[config.mk]
export PLATFORM = sky130hd
export DESIGN_NAME = conv_acc_ctrl
export DESIGN_NICKNAME = d
export VERILOG_FILES = /design/src/rtl/conv_pkg.sv /design/src/rtl/conv_index_gen.sv /design/src/rtl/conv_acc_ctrl.sv
export SDC_FILE = /design/constraint.sdc
export NUM_CORES = 1
export LEC_CHECK = 0
export BUFFER_PORTS_ARGS = -buffer_cell sky130_fd_sc_hd__clkbuf_2
export CORE_MARGIN = 3
export CORE_UTILIZATION = 60
export CTS_CLUSTER_SIZE = 16
export DETAILED_ROUTE_END_ITERATION = 8
export HOLD_SLACK_MARGIN = 0.12
export PLACE_DENSITY = 0.82
export SYNTH_ARGS = -nofsm -noshare
export SYNTH_HDL_FRONTEND = slang
export SYNTH_HIERARCHICAL = 1
export SYNTH_SLANG_ARGS = --single-unit
[constraint.sdc]
create_clock -name clk -period 4.95 [get_ports clk]
set_input_delay 0.495 -clock clk [delete_from_list [all_inputs] [get_ports clk]]
set_output_delay 0.495 -clock clk [all_outputs]
set_load 0.05 [all_outputs]
[src/rtl/conv_pkg.sv]
// Shared types and default widths for the 1-D convolution sequencing controller.
// Pure declarations: no latency, no flow control.
package conv_pkg;

  localparam int DATA_WIDTH_DEF = 8;
  localparam int ADDR_WIDTH_DEF = 5;

  typedef enum logic [2:0] {
    ST_IDLE,
    ST_CLR,
    ST_MAC,
    ST_DRAIN,
    ST_WRITE,
    ST_DONE
  } conv_state_t;

endpackage

[src/rtl/conv_index_gen.sv]
// Inner-loop bounds i_lo = max(0, j-M+1), i_hi = min(j, N-1) for output index j.
// Purely combinational, zero latency, no flow control.
module conv_index_gen
  import conv_pkg::*;
#(
  parameter int ADDR_WIDTH = ADDR_WIDTH_DEF
) (
  input  logic [ADDR_WIDTH:0]   j_i,
  input  logic [ADDR_WIDTH-1:0] size_x_i,
  input  logic [ADDR_WIDTH-1:0] size_y_i,
  output logic [ADDR_WIDTH:0]   i_lo_o,
  output logic [ADDR_WIDTH:0]   i_hi_o
);

  localparam int W = ADDR_WIDTH + 1;

  logic [ADDR_WIDTH:0] n_w;
  logic [ADDR_WIDTH:0] m_w;

  always_comb begin
    n_w = {1'b0, size_x_i};
    m_w = {1'b0, size_y_i};
    // Compare before subtracting so j-M+1 never wraps.
    i_lo_o = (j_i >= m_w) ? (j_i - m_w + W'(1)) : '0;
    if (j_i < n_w) begin
      i_hi_o = j_i;
    end else if (n_w == '0) begin
      i_hi_o = '0;
    end else begin
      i_hi_o = n_w - W'(1);
    end
  end

endmodule

[src/rtl/conv_acc_ctrl.sv]
// Sequences X/Y reads, accumulator clear/enable and Z writes for z = x * y (full conv).
// Each output j costs K_j+2 cycles; one start at a time, start_i ignored unless idle.
module conv_acc_ctrl
  import conv_pkg::*;
#(
  parameter int DATA_WIDTH = DATA_WIDTH_DEF,
  parameter int ADDR_WIDTH = ADDR_WIDTH_DEF
) (
  input  logic                  clk,
  input  logic                  rst,
  input  logic                  start_i,
  input  logic [ADDR_WIDTH-1:0] size_x_i,
  input  logic [ADDR_WIDTH-1:0] size_y_i,
  output logic                  busy_o,
  output logic                  done_o,
  output logic [ADDR_WIDTH-1:0] addr_x_o,
  output logic [ADDR_WIDTH-1:0] addr_y_o,
  output logic                  acc_en_o,
  output logic                  acc_clr_o,
  output logic [ADDR_WIDTH:0]   addr_z_o,
  output logic                  wr_z_o
);

  localparam int W = ADDR_WIDTH + 1;

  if (DATA_WIDTH < 1) begin : g_bad_data_width
    $error("DATA_WIDTH must be at least 1");
  end

  conv_state_t           state_q, state_d;
  logic [ADDR_WIDTH-1:0] n_q, n_d;
  logic [ADDR_WIDTH-1:0] m_q, m_d;
  logic [ADDR_WIDTH:0]   j_q, j_d;
  logic [ADDR_WIDTH:0]   i_q, i_d;
  logic                  en_q, en_d;

  logic [ADDR_WIDTH:0]   j_sel;
  logic [ADDR_WIDTH:0]   i_lo;
  logic [ADDR_WIDTH:0]   i_hi;
  logic [ADDR_WIDTH:0]   last_j;

  // The bound generator looks ahead to the j that the next MAC phase will use.
  always_comb begin
    j_sel = j_q;
    if (state_q == ST_CLR) begin
      j_sel = '0;
    end else if (state_q == ST_WRITE) begin
      j_sel = j_q + W'(1);
    end
  end

  conv_index_gen #(
    .ADDR_WIDTH (ADDR_WIDTH)
  ) u_index_gen (
    .j_i      (j_sel),
    .size_x_i (n_q),
    .size_y_i (m_q),
    .i_lo_o   (i_lo),
    .i_hi_o   (i_hi)
  );

  assign last_j   = {1'b0, n_q} + {1'b0, m_q} - W'(2);
  assign acc_en_o = en_q;

  always_comb begin
    state_d   = state_q;
    n_d       = n_q;
    m_d       = m_q;
    j_d       = j_q;
    i_d       = i_q;
    en_d      = 1'b0;
    busy_o    = (state_q != ST_IDLE);
    done_o    = 1'b0;
    addr_x_o  = '0;
    addr_y_o  = '0;
    acc_clr_o = 1'b0;
    addr_z_o  = '0;
    wr_z_o    = 1'b0;

    case (state_q)
      ST_IDLE: begin
        if (start_i) begin
          if ((size_x_i != '0) && (size_y_i != '0)) begin
            n_d     = size_x_i;
            m_d     = size_y_i;
            state_d = ST_CLR;
          end else begin
            state_d = ST_DONE;
          end
        end
      end
      ST_CLR: begin
        acc_clr_o = 1'b1;
        j_d       = '0;
        i_d       = i_lo;
        state_d   = ST_MAC;
      end
      ST_MAC: begin
        addr_x_o = i_q[ADDR_WIDTH-1:0];
        addr_y_o = j_q[ADDR_WIDTH-1:0] - i_q[ADDR_WIDTH-1:0];
        en_d     = 1'b1;
        if (i_q == i_hi) begin
          state_d = ST_DRAIN;
        end else begin
          i_d = i_q + W'(1);
        end
      end
      ST_DRAIN: begin
        state_d = ST_WRITE;
      end
      ST_WRITE: begin
        // Clear lands at the clock edge, after the completed sum is written.
        wr_z_o    = 1'b1;
        addr_z_o  = j_q;
        acc_clr_o = 1'b1;
        if (j_q == last_j) begin
          state_d = ST_DONE;
        end else begin
          j_d     = j_q + W'(1);
          i_d     = i_lo;
          state_d = ST_MAC;
        end
      end
      ST_DONE: begin
        done_o  = 1'b1;
        state_d = ST_IDLE;
      end
      default: begin
        state_d = ST_IDLE;
      end
    endcase
  end

  always_ff @(posedge clk or posedge rst) begin
    if (rst) begin
      state_q <= ST_IDLE;
      n_q     <= '0;
      m_q     <= '0;
      j_q     <= '0;
      i_q     <= '0;
      en_q    <= 1'b0;
    end else begin
      state_q <= state_d;
      n_q     <= n_d;
      m_q     <= m_d;
      j_q     <= j_d;
      i_q     <= i_d;
      en_q    <= en_d;
    end
  end

endmodule

Word level (Yosys, flattened, before mapping)
Index checks and enable logic that the tools add are counted.
W data, S select, Z words.
{"block": "word_totals", "elab_cells": 62, "out_inout_bits": 21, "reg_bits": 26}
{"block": "op_classes", "n_reduce_logical": 13, "n_addsub": 8, "n_mux": 22, "eq_ne": 11, "order_cmp": 2}
{"cell": "$mux W6", "count": 9}
{"cell": "$add A6 B1 Y6 const B", "count": 3}
{"cell": "$pmux W6 S3", "count": 1}
{"cell": "$pmux W3 S5", "count": 1}
{"cell": "$eq A6 B6 Y1", "count": 2}
{"cell": "$mux W3", "count": 4}
{"cell": "$pmux W6 S2", "count": 1}
{"cell": "$mux W5", "count": 2}
{"cell": "$reduce_bool A5 Y1", "count": 2}
{"cell": "$ne A2 B2 Y1 const B", "count": 4}
{"cell": "$add A5 B5 Y6", "count": 1}
{"cell": "$eq A3 B2 Y1 const B", "count": 2}
{"cell": "$eq A3 B3 Y1 const B", "count": 2}
{"cell": "$ge A6 B5 Y1", "count": 1}
{"cell": "$lt A6 B5 Y1", "count": 1}
{"cell": "$reduce_and A3 Y1", "count": 2}
{"cell": "$reduce_bool A3 Y1", "count": 2}
{"cell": "$sub A5 B1 Y6 const B", "count": 1}
{"cell": "$sub A6 B2 Y6 const B", "count": 1}
{"cell": "$sub A6 B5 Y6", "count": 1}
{"cell": "$logic_not A5 Y1", "count": 1}
{"cell": "$sub A5 B5 Y5", "count": 1}
{"cell": "$mux W1", "count": 4}
{"cell": "$reduce_and A2 Y1", "count": 2}
{"cell": "5 further kinds", "count": 5}

Depth between registers and ports, before layout
Gate-level depths: netlist (run 1).
{"block": "logic_depth", "word_depth": 8, "ltp_mapped": 19}

Modules after synthesis
The synthesis (run 1) kept the hierarchy.
{"module": "conv_acc_ctrl", "seq_area_each_um2": 650.6, "cells_each": 276, "instances": 1, "area_each_um2": 2209.6}
{"module": "conv_index_gen", "seq_area_each_um2": 0.0, "cells_each": 83, "instances": 1, "area_each_um2": 634.4}

Worst setup path before layout (run 1)
OpenSTA, ideal clock, no wires.
{"block": "synth_timing", "path_type": "register to register", "start": "reg state_q[0]", "end": "reg i_q[3]", "t_arrival_ns": 4.436, "n_path_buf": 2, "stages_incl_launch_ff": 19, "required_time_ns": 4.830, "setup_slack_ns": 0.394, "synth_period_minus_slack_ns": 4.556, "cell_sequence": "dfrtp_1 -> clkbuf_1 -> clkbuf_1 -> nand2_1 -> a21oi_1 -> o21ai_0 -> nand2_1 -> o31ai_1 -> ha_1 -> a21o_1 -> a211oi_2 -> o21ai_2 -> mux2_2 -> xor2_1 -> nor4_1 -> a31o_2 -> o211ai_2 -> mux2i_1 -> nand2_1"}
{"block": "synth_via", "elab_chain_len": 8}
{"item": "start: declaration", "line_no": "conv_acc_ctrl.sv:30", "rtl": "conv_state_t state_q, state_d;"}
{"item": "start signal: assignment", "line_no": "conv_acc_ctrl.sv:143", "rtl": "state_q <= state_d;"}
{"item": "$eq A3 B3 Y1", "line_no": "conv_acc_ctrl.sv:47", "rtl": "end else if (state_q == ST_WRITE) begin"}
{"item": "$mux W6", "line_no": "conv_acc_ctrl.sv:47"}
{"item": "$mux W6 (*)", "line_no": "conv_acc_ctrl.sv:45", "rtl": "if (state_q == ST_CLR) begin"}
{"item": "named net j_sel[3]", "line_no": "conv_acc_ctrl.sv:37", "rtl": "logic [ADDR_WIDTH:0] j_sel;"}
{"item": "$lt A6 B5 Y1 (*)", "line_no": "conv_index_gen.sv:25", "rtl": "if (j_i < n_w) begin"}
{"item": "$mux W6 (*)", "line_no": "conv_index_gen.sv:25"}
{"item": "named net i_hi[4]", "line_no": "conv_acc_ctrl.sv:39", "rtl": "logic [ADDR_WIDTH:0] i_hi;"}
{"item": "$eq A6 B6 Y1 (*)", "line_no": "conv_acc_ctrl.sv:102", "rtl": "if (i_q == i_hi) begin"}
{"item": "$ne A2 B2 Y1 (no line) (*)"}
{"item": "$reduce_and A3 Y1 (no line) (*)"}
{"item": "end signal: assignment", "line_no": "conv_acc_ctrl.sv:147", "rtl": "i_q <= i_d;"}
{"item": "end: declaration", "line_no": "conv_acc_ctrl.sv:34", "rtl": "logic [ADDR_WIDTH:0] i_q, i_d;"}
The timed path passes the listed nets; every way through them passes the cells marked *. The select of a mux whose other input is x is not followed.
A chain may end at the register's enable or synchronous reset.

Final worst setup path (run 1)
{"block": "layout_timing", "start": "reg state_q[2]", "end": "reg i_q[3]"}
Same word-level chain as after synthesis.

==> results of run 1 <==
[sequential cells by signal, summed over array words and instances (netlist names)]
signal / flops
n_q: 5
j_q: 6
m_q: 5
i_q: 6
state_q: 3
acc_en_o: 1
[worst reg2reg max path: stages (launching register included)]
cell and delay, ns:
dfrtp_1 0.56, inv_1 0.38, nand2_1 0.15, a21oi_1 0.24
o21ai_0 0.13, nand2_1 0.08, o31ai_1 0.13, ha_1 0.34
a21o_1 0.18, a211oi_2 0.26, o21ai_2 0.15, mux2_2 0.31
xor2_1 0.15, nor4_1 0.50, a31o_2 0.25, o211ai_2 0.23
mux2i_1 0.24, nand2_1 0.07
[kinds of logic (layout without fill, tap and decap cells)]
logic type	count (synthesis)	after routing
xor+xnor	23	23
buf+inv	63	87
fa+ha+maj	39	39
flops	26	26
compound gates	73	73
mux	12	12
simple gates	123	123
[through the flow]
step | worst slack (ns) | instance area [um^2] | hold slack (ns) | utilization, %
final | 0.494 | 3090 | 0.426 | 69.1
after global routing | 0.121 | 3090 | 0.443 | 69.1
after CTS | 0.576 | 3090 | 0.427 | 69.1
after detailed placement | 0.613 | 3020 | 0.583 | 67.5
after global placement | 0.844 | 3020 | 0.570 | 67.5
after floorplan | 0.394 | 2840 | 0.533 | -
[layout by cell type, fill, tap and decap left out, types with 5 or more instances in the layout]
master,count
a21oi_1,17
clkbuf_2,33
nor3_1,7
inv_1,45
nor2_1,39
o21ai_0,22
and3_1,6
mux2_2,8
dfrtp_1,26
and2_1,5
xnor2_1,10
xor2_1,12
ha_1,35
nand3_1,10
nand2_1,34
[path summary, 6_finish.rpt]
check                                       start                     end  slack, ns  cells after the start
setup / recovery           state_q[2]$_DFFE_PP0P_      i_q[3]$_DFFE_PP0P_       0.49                     17
hold / removal                                rst      acc_en_o$_DFF_PP0_       0.43                      2
setup reg to reg           state_q[2]$_DFFE_PP0P_      i_q[3]$_DFFE_PP0P_       0.49                     17
hold reg to reg                m_q[4]$_DFFE_PP0P_      m_q[4]$_DFFE_PP0P_       0.60                      2
max in group asynchronous                     rst  state_q[0]$_DFFE_PP0P_       3.89                      2
min in group clk                      size_y_i[2]      m_q[2]$_DFFE_PP0P_       0.43                      3
[metal layers]
layer / track usage [%] / share of wire, % / routed length [um]
met5: 0 / 0 / 0
met4: 4.35 / 0.46 / 30
met3: 2.27 / 4.8 / 315
met2: 42.9 / 49 / 3200
met1: 35.9 / 46 / 3000
[cell type report]
class,instances,area share (%)
sequential,26,21.1
clock inverter,1,0.972
tap,52,2.11
inverter,46,5.59
multi-input combinational,270,62.6
clock buffer,3,1.34
timing repair buffer,37,6.32
==> results.yml, run 1 <==
die:
  core-area_mm2: 0.00447
  die_w_um: 74.8
  io_pins: 34
  num_rows: 24
  initial_core_util_pct: 63.6
  die_area_mm2: 0.00560
  die_h_um: 74.8
logic_synthesis:
  synth_top_family_by_area: "simple AND/OR/NAND/NOR gates"
  synth-compound-area-share_pct: 16.6
  syn_inst: 359
  synthXorXnorAreaFrac_pct: 7.61
  syn_area_mm2: 0.00284
  ys.flop_type: "dfrtp_1"
  muxShareOfSynthArea_pct: 4.58
  yosys_warnings: 6
  synth_seq_cells: 26
  synth_edf_count: 0
  avgSynthCellArea_um2: 7.92
  synth-simple-area-share_pct: 21.0
  async_flop_share_pct: 100
  syn-num-nets: 411
  synthTopCellsByCount: "inv_1, nor2_1, ha_1"
  synth_top_cell_area_share_pct: 22.9
  yosys.area.top_type: "dfrtp_1"
  yosysMostFrequentCell: "inv_1"
  synth_fa_ha_area_share_pct: 18.2
  netlist_top_cells_area: "dfrtp_1, ha_1, inv_1, nor2_1, nand2_1"
  post_synth_num_cell_types: 56
  ys_seq_area_share_pct: 22.9
cts:
  post_cts_resized: 0
  worstSkewPairLatency_ns: 0.28
  postCtsSetupBuffers: 0
  root_buffer: "clkbuf_8"
  cts.sinks: 26
  hold_buffers: 0
  cts_tree: "built"
  htreeDepth: 1
  clkTransAtPathRegs_ns: 0.11
  clockBufferDepth: 2
  numCtsBuffers: 3
worst_setup_path:
  endpoint_kind: "register"
  critical-path-slowest-cell: "dfrtp_1"
  crit_chain: "inv_1, nand2_1, a21oi_1, o21ai_0, nand2_1, o31ai_1, ha_1, a21o_1, a211oi_2, o21ai_2, mux2_2, xor2_1, nor4_1, a31o_2, o211ai_2, mux2i_1, nand2_1"
  path_buf_inv: 1
  crit_family: "compound AO/OA/AOI/OAI gates"
  max_stage_delay_ns: 0.56
  cp.required_ns: 5.12
  path_max_fanout: 13
  cp_data_arrival_time_ns: 4.63
  cp_common_cell: "nand2_1"
  cp-start-kind: "register"
  worst-setup-path-type: "reg2reg"
cells_and_area:
  layout.nets: 436
  multi_input_area_mm2: 0.00194
  drive_above_1_share_pct: 16.4
  insertedDiodeCount: 0
  final-seq-area_um2: 651
  syn_to_final_growth_pct: 8.67
  fin_cells: 435
  n_fill_cell: 378
timing:
  tightestPinTransition_ns: 1.03
  setup_viol: 0
  max_freq_mhz: 224
  finalMaxSlewViolations: 0
  final.period_utilization_pct: 90.0
  rsz0062_at_grt: "false"
  finalHoldViolCount: 0
  timing.setup.tns_ns: 0
  skew_ns: 0.00918
  max-slew-margin-rel_pct: 31.2
  fin_crit_ns: 4.46
route:
  vias: 2537
  drtPass1Iterations: 5
  wl_per_cell_um: 15.1
  vias_per_cell: 5.83
  drt-initial-drc-count: 215
  ant_nets: 0
  routed_wl_um: 6550
  drcViolationCount: 0
placed_design:
  place.gp.congestion: 0.970
  numPortBuffers: 33
  dp_hpwl_um: 5130
  dp.cells: 431
global_route:
  grt_pass1_wl_um: 11200
  grt_max_degree: 27
  grt_overflow: 0
  grt_pass1_vias: 2404
  grt_usage_pct: 25.4
  antenna_found_initial: 0
worst_hold_path:
  hold_class: "in2async"
run:
  drv_cap: 0
status:
  status: "completed"
Power of run 1 is left out: the tool's default activity adds up to more than one toggle a clock period on the data nets, which glitch-free logic cannot reach.
==> inputs of run 2 (changes only) <==
--- a/config.mk
+++ b/config.mk
@@ -7,11 +7,11 @@
 export LEC_CHECK = 0
 export BUFFER_PORTS_ARGS = -buffer_cell sky130_fd_sc_hd__clkbuf_2
 export CORE_MARGIN = 3
-export CORE_UTILIZATION = 60
+export CORE_UTILIZATION = 54
 export CTS_CLUSTER_SIZE = 16
 export DETAILED_ROUTE_END_ITERATION = 8
 export HOLD_SLACK_MARGIN = 0.12
-export PLACE_DENSITY = 0.82
+export PLACE_DENSITY = 0.85
 export SYNTH_ARGS = -nofsm -noshare
 export SYNTH_HDL_FRONTEND = slang
 export SYNTH_HIERARCHICAL = 1
==> constraint.sdc (replaced) <==
create_clock -name clk -period 3.6 [get_ports clk]
set_input_delay 0.36 -clock clk [delete_from_list [all_inputs] [get_ports clk]]
set_output_delay 0.36 -clock clk [all_outputs]
set_load 0.05 [all_outputs]
==> run 2 against run 1 <==
The run now ends with setup timing left. Critical path depth shrank 1. Global-route usage shrank 1.4 points. Cell area up 8.2%. Non-clock buffer count rose by 22. Via count grew 12%. Register-to-register slack got worse by 0.59 ns. Worst hold slack got worse by 0.13 ns.
==> results.yml, run 2 (synthesis gave the netlist of run 1 again) <==
worst_setup_path:
  reg2reg_from: "state_q[0]$_DFFE_PP0P_"
  r2r-end: "i_q[4]$_DFFE_PP0P_"
  r2r_cells: 16
  reg2reg_slack_ns: -0.09
  cp_data_arrival_time_ns: 3.87
  cp.required_ns: 3.77
  cp-start-kind: "register"
  endpoint_kind: "register"
  path_max_fanout: 8
  worst-setup-path-type: "reg2reg"
cts:
  clkTransAtPathRegs_ns: 0.09
  clockBufferDepth: 2
  numCtsBuffers: 3
  htreeDepth: 1
  cts_tree: "built"
  cts.sinks: 26
  root_buffer: "clkbuf_8"
  worstSkewPairLatency_ns: 0.28
  hold_buffers: 0
die:
  num_rows: 25
  die_h_um: 78.6
  core-area_mm2: 0.00491
  io_pins: 34
  die_area_mm2: 0.00617
  initial_core_util_pct: 57.9
  die_w_um: 78.6
timing:
  final.period_utilization_pct: 103
  finalMaxSlewViolations: 0
  max_freq_mhz: 271
  fin_hold_ws_ns: 0.291
  rsz0062_at_grt: "true"
  max-slew-margin-rel_pct: 32.1
  setup_viol: 6
  finalHoldViolCount: 0
  skew_ns: 0.00408
  tightestPinTransition_ns: 1.02
  fin_crit_ns: 3.69
  fin_ws_ns: -0.0949
run:
  drv_cap: 0
placed_design:
  numPortBuffers: 33
  dp_hpwl_um: 5510
  place.gp.congestion: 0.928
  dp.cells: 459
route:
  wl_per_cell_um: 16.1
  ant_nets: 0
  vias: 2834
  routed_wl_um: 7620
  drcViolationCount: 0
  vias_per_cell: 6.00
  drt-initial-drc-count: 316
  drtPass1Iterations: 6
status:
  violations: "setup timing"
  status: "finished, violations left"
cells_and_area:
  syn_to_final_growth_pct: 17.6
  final_common_cell: "inv_1"
  fin_cells: 472
  insertedDiodeCount: 0
  most-common-layout-cells: "inv_1, nor2_1, ha_1"
  drive_above_1_share_pct: 23.2
  layout.nets: 459
  top_regs: "i_q x6, j_q x6"
global_route:
  grt_usage_pct: 24.0
  grt_max_degree: 27
  grt_overflow: 0
  grt_pass1_wl_um: 11900
  grt_pass1_vias: 2567
  antenna_found_initial: 0
worst_hold_path:
  hold_class: "in2async"
## run 2: changes by cell type in the layout (fill, tap and decap cells not counted), sizes merged
cell / delta
o211ai: +1
bufinv: -1
buf: +22
## run 2: what timing repair did
action,CTS,global route
pin swaps,0,8
gates cloned,0,1
setup endpoints to repair,6,8
gates resized for setup,1,8
buffers inserted,0,9
## run 2: worst max path at each step
stage / end / cells past startpoint / from
2_1_floorplan: i_q[3]$_DFFE_PP0P_ / 18 / state_q[2]$_DFFE_PP0P_
3_3_place_gp: i_q[4]$_DFFE_PP0P_ / 16 / state_q[0]$_DFFE_PP0P_
3_5_place_dp: i_q[4]$_DFFE_PP0P_ / 16 / state_q[0]$_DFFE_PP0P_
4_1_cts: i_q[4]$_DFFE_PP0P_ / 15 / j_q[0]$_DFFE_PP0P_
5_1_grt: i_q[4]$_DFFE_PP0P_ / 16 / state_q[0]$_DFFE_PP0P_
6_report: i_q[4]$_DFFE_PP0P_ / 16 / state_q[0]$_DFFE_PP0P_
## run 2: area by class of cell
class | instances | area (um^2)
multi-input cells | 271 | 2020
fillers | 401 | 1570
flip-flops and latches | 26 | 651
repair buffers | 59 | 364
inverters | 46 | 180
well taps | 67 | 83.8
clock buffers | 3 | 41.3
## run 2: critical path, cell delays in order, from the launching register on
cell and delay [ns]:
dfrtp_1 0.40, nand2b_4 0.17, or2_4 0.30, o21ai_2 0.14, nand2_2 0.08, o31ai_4 0.06
ha_1 0.29, a21o_1 0.20, a211oi_2 0.30, o21ai_4 0.14, mux2_4 0.33, xor2_2 0.15
nor4_2 0.35, a31o_2 0.27, o211ai_4 0.13, mux2i_1 0.22, nand2_1 0.07
## run 2: through the flow
step	cell area (um^2)	utilization, %	setup TNS (ns)	setup WS, ns
after global placement	3190	64.9	0	0.113
final	3340	68.1	-0.431	-0.0949
after detailed placement	3190	64.9	-0.0341	-0.0113
after CTS	3230	65.8	0	0.0595
after floorplan	2920	-	-0.0510	-0.0155
after global routing	3340	68.1	-0.934	-0.170
## run 2: routing by layer
layer  global-route usage [%]  wire [um]  vias up
met2                     40.0       3560      184
met3                     4.01        731       35
li1                         -          -     1316
met4                     7.34        226        0
met5                        0          0        -
met1                     31.7       3110     1299
Power of run 2 is left out for the same reason.
